**config.mk**
```make
export PLATFORM = sky130hd
export DESIGN_NAME = div_issue_ctrl
export DESIGN_NICKNAME = d
export VERILOG_FILES = /design/src/rtl/div_issue_ctrl.sv
export SDC_FILE = /design/constraint.sdc
export NUM_CORES = 1
export LEC_CHECK = 0
export CAP_MARGIN = 30
export CORE_MARGIN = 10
export CORE_UTILIZATION = 38
export DETAILED_ROUTE_END_ITERATION = 8
export PLACE_DENSITY = 0.77
export SYNTH_ARGS = -nofsm -noshare
export SYNTH_HDL_FRONTEND = slang
export SYNTH_SLANG_ARGS = --single-unit
```
**constraint.sdc**
```tcl
create_clock -name clk -period 2.2 [get_ports clk]
set_clock_uncertainty 0.2 [all_clocks]
set_input_delay 0.66 -clock clk [delete_from_list [all_inputs] [get_ports clk]]
set_output_delay 0.66 -clock clk [all_outputs]
set_load 0.05 [all_outputs]
```
**src/rtl/div_issue_ctrl.sv**
```systemverilog
// ---------------------------------------------------------------------------
// div_issue_ctrl
// EX-stage issue/stall controller for RV32M divide-class instructions
// (DIV, DIVU, REM, REMU). Captures operands from ID/EX, resolves divide-by-zero
// and signed overflow locally, issues all other operations to an iterative
// divider, stalls the pipeline until the result is ready, and then presents a
// single-cycle register-file write request.
//
// Ports:
//   clk, rst            clock (rising edge), asynchronous active-low reset
//   req_i               divide-class instruction valid in EX
//   op1_i, op2_i        dividend / divisor
//   func3_i             100 DIV, 101 DIVU, 110 REM, 111 REMU
//   rd_addr_i           destination register
//   flush_i             pipeline flush, kills a pending op (not in DONE)
//   hold_o              pipeline stall request
//   div_en_o            one-cycle start pulse to the divider
//   div_op1_o/op2_o     registered operands to the divider
//   div_func3_o         registered func3 to the divider
//   div_quot_i/rem_i    divider results (sign-corrected)
//   div_ready_i         divider result valid pulse
//   div_busy_i          divider currently computing
//   wd_en_o/addr_o/data_o  registered single-cycle writeback request
// ---------------------------------------------------------------------------
module div_issue_ctrl (
   input  logic        clk,
   input  logic        rst,
   input  logic        req_i,
   input  logic [31:0] op1_i,
   input  logic [31:0] op2_i,
   input  logic [2:0]  func3_i,
   input  logic [4:0]  rd_addr_i,
   input  logic        flush_i,
   output logic        hold_o,
   output logic        div_en_o,
   output logic [31:0] div_op1_o,
   output logic [31:0] div_op2_o,
   output logic [2:0]  div_func3_o,
   input  logic [31:0] div_quot_i,
   input  logic [31:0] div_rem_i,
   input  logic        div_ready_i,
   input  logic        div_busy_i,
   output logic        wd_en_o,
   output logic [4:0]  wd_addr_o,
   output logic [31:0] wd_data_o
);

   localparam logic [1:0] StIdle  = 2'd0;
   localparam logic [1:0] StIssue = 2'd1;
   localparam logic [1:0] StWait  = 2'd2;
   localparam logic [1:0] StDone  = 2'd3;

   logic [1:0]  r_state;
   logic [1:0]  w_state_nxt;
   logic [31:0] r_op1;
   logic [31:0] r_op2;
   logic [2:0]  r_func3;
   logic [4:0]  r_rd;
   logic        r_wd_en;
   logic [4:0]  r_wd_addr;
   logic [31:0] r_wd_data;

   logic        w_idle;
   logic        w_issue;
   logic        w_wait;
   logic        w_accept;
   logic        w_div_zero;
   logic        w_overflow;
   logic        w_special;
   logic [31:0] w_special_res;
   logic        w_ready_ok;
   logic        w_to_done;
   logic [31:0] w_done_data;
   logic [4:0]  w_done_rd;

   assign w_idle  = (r_state == StIdle);
   assign w_issue = (r_state == StIssue);
   assign w_wait  = (r_state == StWait);

   assign w_accept   = w_idle & req_i & ~flush_i;
   assign w_div_zero = (op2_i == 32'd0);
   // Signed overflow only for DIV/REM (func3[0]=0): -2^31 / -1.
   assign w_overflow = ~func3_i[0] & (op1_i == 32'h8000_0000) & (op2_i == 32'hFFFF_FFFF);
   assign w_special  = w_div_zero | w_overflow;

   always_comb begin
      w_special_res = 32'd0;
      if (w_div_zero) begin
         w_special_res = func3_i[1] ? op1_i : 32'hFFFF_FFFF;
      end else begin
         w_special_res = func3_i[1] ? 32'd0 : 32'h8000_0000;
      end
   end

   // Flush wins over a simultaneous ready.
   assign w_ready_ok  = w_wait & div_ready_i & ~flush_i;
   assign w_to_done   = (w_accept & w_special) | w_ready_ok;
   assign w_done_data = w_wait ? (r_func3[1] ? div_rem_i : div_quot_i) : w_special_res;
   assign w_done_rd   = w_wait ? r_rd : rd_addr_i;

   always_comb begin
      w_state_nxt = r_state;
      case (r_state)
         StIdle: begin
            if (w_accept) begin
               w_state_nxt = w_special ? StDone : StIssue;
            end
         end
         StIssue: begin
            if (flush_i) begin
               w_state_nxt = StIdle;
            end else if (!div_busy_i) begin
               w_state_nxt = StWait;
            end
         end
         StWait: begin
            if (flush_i) begin
               w_state_nxt = StIdle;
            end else if (div_ready_i) begin
               w_state_nxt = StDone;
            end
         end
         default: w_state_nxt = StIdle;
      endcase
   end

   always_ff @(posedge clk or negedge rst) begin
      if (!rst) begin
         r_state   <= StIdle;
         r_op1     <= 32'd0;
         r_op2     <= 32'd0;
         r_func3   <= 3'd0;
         r_rd      <= 5'd0;
         r_wd_en   <= 1'b0;
         r_wd_addr <= 5'd0;
         r_wd_data <= 32'd0;
      end else begin
         r_state <= w_state_nxt;
         if (w_accept) begin
            r_op1   <= op1_i;
            r_op2   <= op2_i;
            r_func3 <= func3_i;
            r_rd    <= rd_addr_i;
         end
         // Write request is registered so it appears exactly in the DONE cycle.
         r_wd_en <= w_to_done & (w_done_rd != 5'd0);
         if (w_to_done) begin
            r_wd_addr <= w_done_rd;
            r_wd_data <= w_done_data;
         end
      end
   end

   // Stale divides after a flush keep the new op parked in ISSUE.
   assign div_en_o    = w_issue & ~div_busy_i & ~flush_i;
   assign hold_o      = w_accept | w_issue | w_wait;
   assign div_op1_o   = r_op1;
   assign div_op2_o   = r_op2;
   assign div_func3_o = r_func3;
   assign wd_en_o     = r_wd_en;
   assign wd_addr_o   = r_wd_addr;
   assign wd_data_o   = r_wd_data;

endmodule

```
==> results <==
==> logic make-up (layout without fill, tap and decap cells) <==
| group | count (synthesis) | count (layout) | share of synthesized area (%) |
|---|---|---|---|
| simple gates | 330 | 330 | 25.87 |
| compound gates | 42 | 42 | 4.636 |
| buf+inv | 71 | 410 | 5.246 |
| mux | 74 | 74 | 13.59 |
| flops | 112 | 112 | 50.66 |
| other cells | 0 | 2 | 0 |
==> worst max-delay path, stage by stage <==
cell and delay (ns):
buf_6 0.09, or4_4 0.54, or4_4 0.44, nor3_2 0.18, buf_4 0.14, a21oi_4 0.08
buf_6 0.16, mux2_4 0.29
==> worst max path at each step <==
stage	slack, ns	cells past startpoint	startpoint	endpoint
floorplan	-0.38	6	op1_i[29]	wd_addr_o[0]
global placement	-0.97	8	op1_i[29]	wd_data_o[16]
detailed placement	-1.01	8	op1_i[29]	wd_data_o[7]
CTS	-0.47	8	op1_i[27]	wd_addr_o[3]
global route	-0.41	8	op1_i[5]	wd_addr_o[3]
finish	-0.37	8	op1_i[28]	wd_addr_o[1]
==> registers in the layout, summed over array words and instances, names as in the netlist <==
register / count
div_func3_o: 3
div_op1_o: 32
div_op2_o: 32
r_rd: 5
r_state: 2
wd_addr_o: 5
wd_data_o: 32
wd_en_o: 1
==> where the power goes <==
part / internal (W) / switching (W)
Clock: 0.000995 / 0.000738
Combinational: 0.00144 / 0.00285
Sequential: 0.00259 / 0.000322
==> per-layer routing <==
| layer | wire (um) | global-route usage [%] |
|---|---|---|
| met1 | 9072 | 25.58 |
| met2 | 10550 | 34.80 |
| met3 | 1592 | 6.080 |
| met4 | 340 | 6.196 |
| met5 | 0 | 0 |
==> Yosys cell counts <==
| master | n |
|---|---|
| nand2_1 | 220 |
| a31oi_1 | 31 |
| inv_2 | 1 |
| mux2i_1 | 65 |
| buf_6 | 3 |
| nand2b_1 | 35 |
| o21ai_0 | 1 |
| mux2_1 | 5 |
| nor4b_1 | 3 |
| buf_1 | 2 |
| clkbuf_1 | 31 |
| dfrtp_1 | 112 |
| or4_1 | 3 |
| a21oi_1 | 6 |
| and4_1 | 1 |
| inv_1 | 33 |
| and3_1 | 1 |
| o21ai_1 | 2 |
| nor4_1 | 14 |
| o32ai_1 | 1 |
| a2bb2oi_1 | 1 |
| or3_1 | 1 |
| mux2_2 | 4 |
| nor3_1 | 4 |
| nand3_1 | 1 |
| nand4_1 | 9 |
| nor2_1 | 37 |
| buf_2 | 1 |
| nand4b_1 | 1 |
==> through the flow <==
stage | power (W) | hold slack [ns] | setup WS, ns | util, % | area, sq um
after global placement | 0.007142 | 0.2587 | -0.9690 | 60.37 | 8707
after detailed placement | 0.007209 | 0.2642 | -1.012 | 60.37 | 8707
after global routing | 0.009367 | 0.04751 | -0.4090 | 66.20 | 9548
after floorplan | 0.005494 | 0.1644 | -0.3771 | - | 5579
final | 0.008942 | 0.03372 | -0.3662 | 66.20 | 9548
after CTS | 0.008996 | 0.04418 | -0.4715 | 65.00 | 9375
==> cell type report <==
cell class              count  area [sq um]  share of cell area (%)
well taps                 184         230.2                   2.411
inverters                  34         127.6                   1.337
multi-input cells         446          2658                   27.83
diodes                      2         5.005                 0.05242
clock inverters             3         67.56                  0.7076
flip-flops and latches    112          2804                   29.37
repair buffers            361          3420                   35.81
clock buffers              12         236.5                   2.477
==> timing repair <==
item	in CTS	in global routing
pin swaps	24	24
setup buffers	19	6
resized for setup	86	33
setup endpoints to repair	41	112
cloned	3	3
==> run summary <==
Post-Syn Instances -> 629
Max_cap viols -> 0
Final wirelength -> 21560 um
Synthesized netlist net count -> 771
Maximum VDD drop -> 570.8 uV
Yosys top cell by area -> dfrtp_1
CTS sink count -> 112
Non-filler cells, final -> 1154
Via count -> 5681
Crit path DAT -> 2.60 ns
Reg-to-reg critical path endpoint -> wd_addr_o[1]
Final net count -> 1106
Setup ws final -> -0.3662 ns
Top post-synthesis cells by area -> dfrtp_1, nand2_1, mux2i_1
Final min period -> 2.566 ns
Clock Root Buffer -> clkbuf_16
Register area share after synthesis -> 50.66%
Leak -> 5.025 nW
GRT Overall Usage -> 20.89%
Syn Std Cell Area -> 5533 sq um
Yosys warns -> 0
Routed wire per std cell -> 18.68 um
CTS clk-pin slew, worst paths -> 0.07 ns
Die area -> 19790 sq um
Clock Tree Buf Depth -> 2
IO Pins -> 249
Worst R2R Setup Slack -> -0.12 ns
Yosys reg bits -> 112
Failing checks -> setup timing
First-pass DRT Iterations -> 5
CTS buffer count -> 9
Status -> finished, violations left
Placed Cells -> 1112
Area Growth Syn to Fin -> 72.57%
Largest net degree at the start of global routing -> 45
R2R cell count -> 8
Slew @ Worst Pin -> 0.4653 ns
Top cell type's share of synthesized area -> 50.66%
Core region area -> 14420 sq um
Share of layout cells above drive strength 1 -> 28.82%
First-pass GRT wire length -> 33080 um
GRT overflow -> 0
Worst skew pair latency -> 0.35 ns
DRC Markers -> 0
Antenna Nets Post-Route -> 0
Power Density -> 936.5 nW/um^2
Die H -> 140.7 um
CP required -> 2.24 ns
Max_slew headroom -> 68.98%
Yosys cell types -> 29
Final Hold Fails -> 0
Die width -> 140.7 um
Crit. End Element -> flop
Port-buffer cells -> 248
Vias per cell -> 4.923
Fillcell total -> 1197
Syn_area_per_cell -> 8.796 sq um
Hold Path Class -> in2async
Initial antenna violation count -> 2
RSZ-0062 raised after global routing -> yes
CP max FO -> 6
Max Slew Vio Count -> 0
Initial core utilization -> 38.36%
Most frequent cells in the layout -> nand2_1, buf_4, dfrtp_1
CTS hold repair buffers -> 0
H-tree depth -> 3
Post-DP HPWL -> 15660 um
Vias in the first global route -> 6071
RR Startpoint -> r_state[0]
Final setup vio count -> 40
CTS tree -> done
Crit Path Category -> in2reg
Commonest non-fill, non-tap cell in the layout -> nand2_1
F_max -> 389.7 MHz
Site Rows -> 44
Final Wtd Congestion -> 0.7922
Fin Setup TNS -> -13.09 ns
CP Launch Type -> input port
Starting DRC count in detailed routing -> 266
Final period util -> 116.6%
Power figures use the tool's default switching activity.
